[src/rtl/fp16_sched_pkg.sv]
// Shared widths and the in-flight tag type for the FP16 add/sub scheduler.
package fp16_sched_pkg;

  localparam int unsigned FP16_W   = 16;
  localparam int unsigned FLAGS_W  = 5;
  // Wide enough for the largest supported requester count (8).
  localparam int unsigned TAG_ID_W = 3;

  typedef struct packed {
    logic                valid;
    logic [TAG_ID_W-1:0] id;
  } tag_t;

endpackage

[src/rtl/fp16_sched_tagpipe.sv]
// Latency-deep {valid,id} shift register mirroring the FP16 unit's pipeline;
// exposes the tail tag and whether anything is in flight.
module fp16_sched_tagpipe
  import fp16_sched_pkg::*;
#(
  parameter int unsigned Latency = 4
) (
  input  logic clk_i,
  input  logic rst_ni,
  input  tag_t tag_i,
  output tag_t tail_o,
  output logic busy_o
);

  tag_t [Latency-1:0] pipe_q, pipe_d;

  always_comb begin
    pipe_d    = pipe_q;
    pipe_d[0] = tag_i;
    for (int unsigned s = 1; s < Latency; s++) begin
      pipe_d[s] = pipe_q[s-1];
    end
  end

  always_ff @(posedge clk_i) begin
    if (!rst_ni) begin
      pipe_q <= '0;
    end else begin
      pipe_q <= pipe_d;
    end
  end

  always_comb begin
    busy_o = 1'b0;
    for (int unsigned s = 0; s < Latency; s++) begin
      busy_o = busy_o | pipe_q[s].valid;
    end
  end

  assign tail_o = pipe_q[Latency-1];

endmodule

[src/rtl/fp16_addsub_sched.sv]
// Shares one pipelined FP16 add/sub unit between NREQ requesters and routes results back.
// Define FP16_SCHED_FIXED_PRIO_EN for fixed priority (lowest index wins) instead of round robin.
module fp16_addsub_sched
  import fp16_sched_pkg::*;
#(
  parameter int unsigned NREQ    = 4,
  parameter int unsigned LATENCY = 4,
  parameter int unsigned IDW     = $clog2(NREQ)
) (
  input  logic                   clk,
  input  logic                   rst,
  input  logic                   hold,
  input  logic [NREQ-1:0]        req_valid,
  input  logic [NREQ*FP16_W-1:0] req_a,
  input  logic [NREQ*FP16_W-1:0] req_b,
  input  logic [NREQ-1:0]        req_op,
  output logic [NREQ-1:0]        req_ready,
  output logic [FP16_W-1:0]      fpu_a,
  output logic [FP16_W-1:0]      fpu_b,
  output logic                   fpu_op,
  input  logic [FP16_W-1:0]      fpu_result,
  input  logic [FLAGS_W-1:0]     fpu_flags,
  output logic [NREQ-1:0]        rsp_valid,
  output logic [IDW-1:0]         rsp_id,
  output logic [FP16_W-1:0]      rsp_data,
  output logic [FLAGS_W-1:0]     rsp_flags,
  output logic                   busy
);

  logic [IDW-1:0]     win_id;
  logic               transfer;
  tag_t               tag_in, tail;
  logic               tail_ok;
  logic [IDW-1:0]     tail_id;
  logic [NREQ-1:0]    rsp_valid_d, rsp_valid_q;
  logic [IDW-1:0]     rsp_id_d, rsp_id_q;
  logic [FP16_W-1:0]  rsp_data_d, rsp_data_q;
  logic [FLAGS_W-1:0] rsp_flags_d, rsp_flags_q;

`ifndef FP16_SCHED_FIXED_PRIO_EN
  logic [IDW-1:0] ptr_q, ptr_d;
  logic [IDW-1:0] idx;
`endif

  // Grant: a winner exists only if some requester is valid and hold is low.
  always_comb begin
    transfer = 1'b0;
    win_id   = '0;
`ifdef FP16_SCHED_FIXED_PRIO_EN
    for (int i = int'(NREQ) - 1; i >= 0; i--) begin
      if (req_valid[i]) begin
        transfer = 1'b1;
        win_id   = IDW'(i);
      end
    end
`else
    idx = '0;
    for (int unsigned k = 0; k < NREQ; k++) begin
      idx = IDW'((32'(ptr_q) + k) % NREQ);
      if (!transfer && req_valid[idx]) begin
        transfer = 1'b1;
        win_id   = idx;
      end
    end
`endif
    if (hold) begin
      transfer = 1'b0;
    end
    req_ready = '0;
    if (transfer) begin
      req_ready[win_id] = 1'b1;
    end
  end

  always_comb begin
    fpu_a  = '0;
    fpu_b  = '0;
    fpu_op = 1'b0;
    for (int unsigned i = 0; i < NREQ; i++) begin
      if (transfer && (win_id == IDW'(i))) begin
        fpu_a  = req_a[i*FP16_W +: FP16_W];
        fpu_b  = req_b[i*FP16_W +: FP16_W];
        fpu_op = req_op[i];
      end
    end
  end

`ifndef FP16_SCHED_FIXED_PRIO_EN
  always_comb begin
    ptr_d = ptr_q;
    if (transfer) begin
      ptr_d = IDW'((32'(win_id) + 32'd1) % NREQ);
    end
  end

  always_ff @(posedge clk) begin
    if (!rst) begin
      ptr_q <= '0;
    end else begin
      ptr_q <= ptr_d;
    end
  end
`endif

  assign tag_in.valid = transfer;
  assign tag_in.id    = TAG_ID_W'(win_id);

  fp16_sched_tagpipe #(
    .Latency(LATENCY)
  ) u_tagpipe (
    .clk_i (clk),
    .rst_ni(rst),
    .tag_i (tag_in),
    .tail_o(tail),
    .busy_o(busy)
  );

  // Out-of-range ids cannot be issued; the guard keeps the decode well-defined.
  assign tail_ok = tail.valid && (32'(tail.id) < NREQ);
  assign tail_id = IDW'(tail.id);

  always_comb begin
    rsp_valid_d = '0;
    rsp_id_d    = rsp_id_q;
    rsp_data_d  = rsp_data_q;
    rsp_flags_d = rsp_flags_q;
    if (tail_ok) begin
      rsp_valid_d[tail_id] = 1'b1;
      rsp_id_d             = tail_id;
      rsp_data_d           = fpu_result;
      rsp_flags_d          = fpu_flags;
    end
  end

  always_ff @(posedge clk) begin
    if (!rst) begin
      rsp_valid_q <= '0;
      rsp_id_q    <= '0;
      rsp_data_q  <= '0;
      rsp_flags_q <= '0;
    end else begin
      rsp_valid_q <= rsp_valid_d;
      rsp_id_q    <= rsp_id_d;
      rsp_data_q  <= rsp_data_d;
      rsp_flags_q <= rsp_flags_d;
    end
  end

  assign rsp_valid = rsp_valid_q;
  assign rsp_id    = rsp_id_q;
  assign rsp_data  = rsp_data_q;
  assign rsp_flags = rsp_flags_q;

endmodule

[config.mk]
export PLATFORM = sky130hd
export DESIGN_NAME = fp16_addsub_sched
export DESIGN_NICKNAME = d
export VERILOG_FILES = /design/src/rtl/fp16_sched_pkg.sv /design/src/rtl/fp16_sched_tagpipe.sv /design/src/rtl/fp16_addsub_sched.sv
export SDC_FILE = /design/constraint.sdc
export NUM_CORES = 1
export LEC_CHECK = 0
export ABC_AREA = 1
export CAP_MARGIN = 0
export CORE_UTILIZATION = 41
export DETAILED_ROUTE_END_ITERATION = 6
export PLACE_DENSITY = 0.93
export SYNTH_ARGS = -nofsm -noshare
export SYNTH_HDL_FRONTEND = slang
export SYNTH_SLANG_ARGS = --single-unit
[constraint.sdc]
create_clock -name clk -period 5.6 [get_ports clk]
set_input_delay 0.56 -clock clk [delete_from_list [all_inputs] [get_ports clk]]
set_output_delay 0.56 -clock clk [all_outputs]
set_load 0.01 [all_outputs]
==> summary.md <==
| Metric | Value |
|---|---|
| Worst-path clk slew | `0.08 ns` |
| Layout overhead on the synthesized area | `62.79%` |
| Most common cell after layout, fill and taps aside | `nand2_1` |
| CP max stage cell | `clkdlybuf4s50_1` |
| Top Ports | `225` |
| CTS Buf Count | `5` |
| CTS Root Cell | `clkbuf_8` |
| Post-route worst setup slack | `1.005 ns` |
| # diodes | `0` |
| Bufs on Longest Clock Path | `2` |
| Slowest Stage Delay on Critical Path | `0.55 ns` |
| CTS tree | `built` |
| Iter 0 DRT Violations | `194` |
| Starting Density | `42.11%` |
| Worst setup EP type | `primary output` |
| GR Util met1 | `27.43%` |
| Switching part of the total | `49.61%` |
| Max-Cap Viols | `0` |
| H-Tree Depth | `2` |
| Avg Synthesized Cell Area | `5.083 um2` |
| Seq/Total Area, Yosys | `22.46%` |
| # rows | `34` |
| # setup viols final | `0` |
| Worst Tran Pin Value | `1.059 ns` |
| Static Leak | `3.338 nW` |
| Worst Hold Depth | `2` |
| Drt drc | `0` |
| First-pass GRT wire length | `18570 um` |
| Initial antenna violation count | `0` |
| Net Sw Power | `0.001327 W` |
| Post-layout min period | `4.595 ns` |
| FF+latch count, synth | `41` |
| Core ar. | `8678 um2` |
| Worst setup SP type | `input pin` |
| Post-Syn Area | `3655 um2` |
| Cells after Synth | `719` |
| Peak supply drop | `0.4245 mV` |
| Clk sink count | `41` |
| Cell Pwr Density | `449.7 nW/um2` |
| Post-CTS setup buffers | `0` |
| Busiest grt layer | `met2` |
| Critical Path AT | `4.03 ns` |
| IO buf count | `224` |
| Resized cells post-CTS | `0` |
| Pre-CTS setup slack | `0.9958 ns` |
| Setup TNS | `0 ns` |
| CTS Hold Bufs | `0` |
| Fin. Hold Viols | `0` |
| Reg power frac | `12.6%` |
| Register-to-Register Setup Slack | `3.38 ns` |
| Crit Path Max Fanout | `36` |
| Slew headroom | `29.19%` |
| Max Transition Viols Final | `0` |
| Worst skew pair latency | `0.29 ns` |
| Vias in the first global route | `4157` |
| Largest net degree at the start of global routing | `37` |
| Reg2reg end | `ptr_q[1]` |
| Reg2Reg Depth | `10` |
| Final #Nets | `1077` |
| Routed Antenna Nets | `0` |
| DIE AREA | `9296 um2` |
| Hold Crit Class | `reg -> reg` |
| Critical Path RT | `5.04 ns` |
| Hold path startpoint | `u_tagpipe.pipe_d[9]` |
| Period utilisation layout | `82.05%` |
| Crit path cell chain | `clkdlybuf4s50_1 -> inv_1 -> nand2_1 -> nand3_1 -> nand2_1 -> nor2_4 -> nand3_4 -> nand2_1 -> ha_1 -> inv_1 -> nor2_4 -> inv_2 -> nand2_1 -> inv_1 -> nand2_1 -> nand2_1 -> nand2_1 -> clkdlybuf4s50_1` |
| Pint | `0.001348 W` |
| Die W | `96.42 um` |
| Fmax | `0.2176 GHz` |
| Status | `complete, no violations` |
| Vias | `4692` |
| Vias per cell | `4.582` |
| Syn Nets | `881` |
| RSZ-0062 raised after global routing | `no` |
| Routed WL per cell | `11.73 um` |
| Count of cell types in the netlist | `24` |
| M3 GR Usage | `4.617%` |
| GR Util All Layers | `25.49%` |
| Power share of the clock group | `7.4%` |
| Die Y | `96.42 um` |
| DRT Pass-1 Iters | `4` |
| Crit. Startpoint | `req_valid[1]` |
| GP Congestion | `0.8558` |
| Clk_skew | `0.006227 ns` |
| Most frequent cells in the layout | `343 x nand2_1, 224 x clkdlybuf4s50_1, 119 x inv_1, 47 x nor2_1, 41 x dfxtp_1` |
| Met2 Use GR | `49.41%` |
| Routed WL | `12010 um` |
| Layout cells sized above 1 | `4.803%` |
| Setup CP Type | `in -> out` |
| Crit path top cell by count | `nand2_1` |
| Dpl hpwl | `9258 um` |
| Reg2reg start | `ptr_q[0]` |
| Worst hold path endpoint | `u_tagpipe.pipe_d[13]` |
| Total gr overflow | `0` |
| Logic pwr share | `80.0%` |
| YS warnings | `0` |
==> cells in the mapped netlist <==
cell        n  area (um2)
buf_1       1       3.750
a21oi_1     4       20.02
o21ai_0    24       120.1
clkinv_1   22       82.58
nand3_4     2       35.03
nand2_4     1       11.26
inv_2      21       78.83
buf_4      13       97.59
clkbuf_1   18       67.56
nor2_4      3       33.78
inv_1     119       446.7
nand2_2     2       12.51
nor3_1      5       25.02
nand4_1    33       206.5
nand3_2     2       20.02
ha_1        2       25.02
nand2_1   343        1287
nor2_1     47       176.4
a31oi_1     1       6.260
buf_2       6       30.03
nand3_1     7       35.03
inv_4       1       6.260
nor2_2      1       6.260
dfxtp_1    41       820.8
==> stage by stage <==
step	hold slack [ns]	util (%)	instances	total power (W)	cell area (um2)
2_1_floorplan	0.3905	-	719	0.001644	3655
6_report	0.4157	68.56	1024	0.002676	5949
3_3_place_gp	0.3940	67.47	1016	0.002451	5856
5_1_grt	0.4272	68.56	1024	0.002996	5949
3_5_place_dp	0.3967	67.47	1016	0.002487	5856
4_1_cts	0.4167	68.56	1024	0.002696	5949
==> sequential cells by signal, indices dropped and copies added (netlist names) <==
| register | flops |
|---|---|
| ptr_q | 2 |
| rsp_data | 16 |
| rsp_flags | 5 |
| rsp_valid | 4 |
| rsp_id | 2 |
| u_tagpipe.tail_o | 3 |
| u_tagpipe.pipe_d | 9 |
==> worst max-delay path, delay by kind of cell <==
kind	cells	cell delay [ns]
AND/OR/NAND/NOR	11	1.80
adder cells (fa/ha/maj)	1	0.17
buffers and inverters	6	1.50
==> metal layers <==
layer  share of wire (%)  vias up  wire, um
met5                   0        -         0
met4                 2.4        0       284
met3                 7.1       18       857
met2                  52      175      6293
met1                  38     2026      4578
li1                    -     2473         -
==> kinds of logic after synthesis <==
group                    Yosys count  share of synthesized area [%]
AND/OR/NAND/NOR                  446                          50.60
buffers and inverters            201                          22.25
adder cells (fa/ha/maj)            2                         0.6846
AO/OA/AOI/OAI                     29                          4.006
flip-flops                        41                          22.46
==> power groups by stage <==
| stage | Sequential (W) | Clock, W | Combinational (W) |
|---|---|---|---|
| 5_1_grt | 0.000339 | 0.000216 | 0.00244 |
| 6_report | 0.000336 | 0.000198 | 0.00214 |
| 3_5_place_dp | 0.000342 | 0 | 0.00214 |
| 4_1_cts | 0.000336 | 0.000202 | 0.00216 |
| 3_3_place_gp | 0.000342 | 0 | 0.00211 |
| 2_1_floorplan | 0.000335 | 0 | 0.00131 |
==> area by class of cell <==
class                   instances  area [um2]
clock buffers                   5       68.82
clock inverters                 3       25.02
fillers                       779        2729
inverters                     163       614.3
multi-input cells             477        2021
flip-flops and latches         41       820.8
well taps                     108       135.1
repair buffers                227        2265
==> how the worst max path moves through the flow <==
stage                     cells past startpoint   endpoint
after global routing                         18   fpu_b[8]
after global placement                       18   fpu_b[2]
final                                        18     fpu_op
after detailed placement                     18     fpu_op
after floorplan                              18  fpu_a[10]
after CTS                                    18     fpu_op
(Power assumes the default switching activity.)
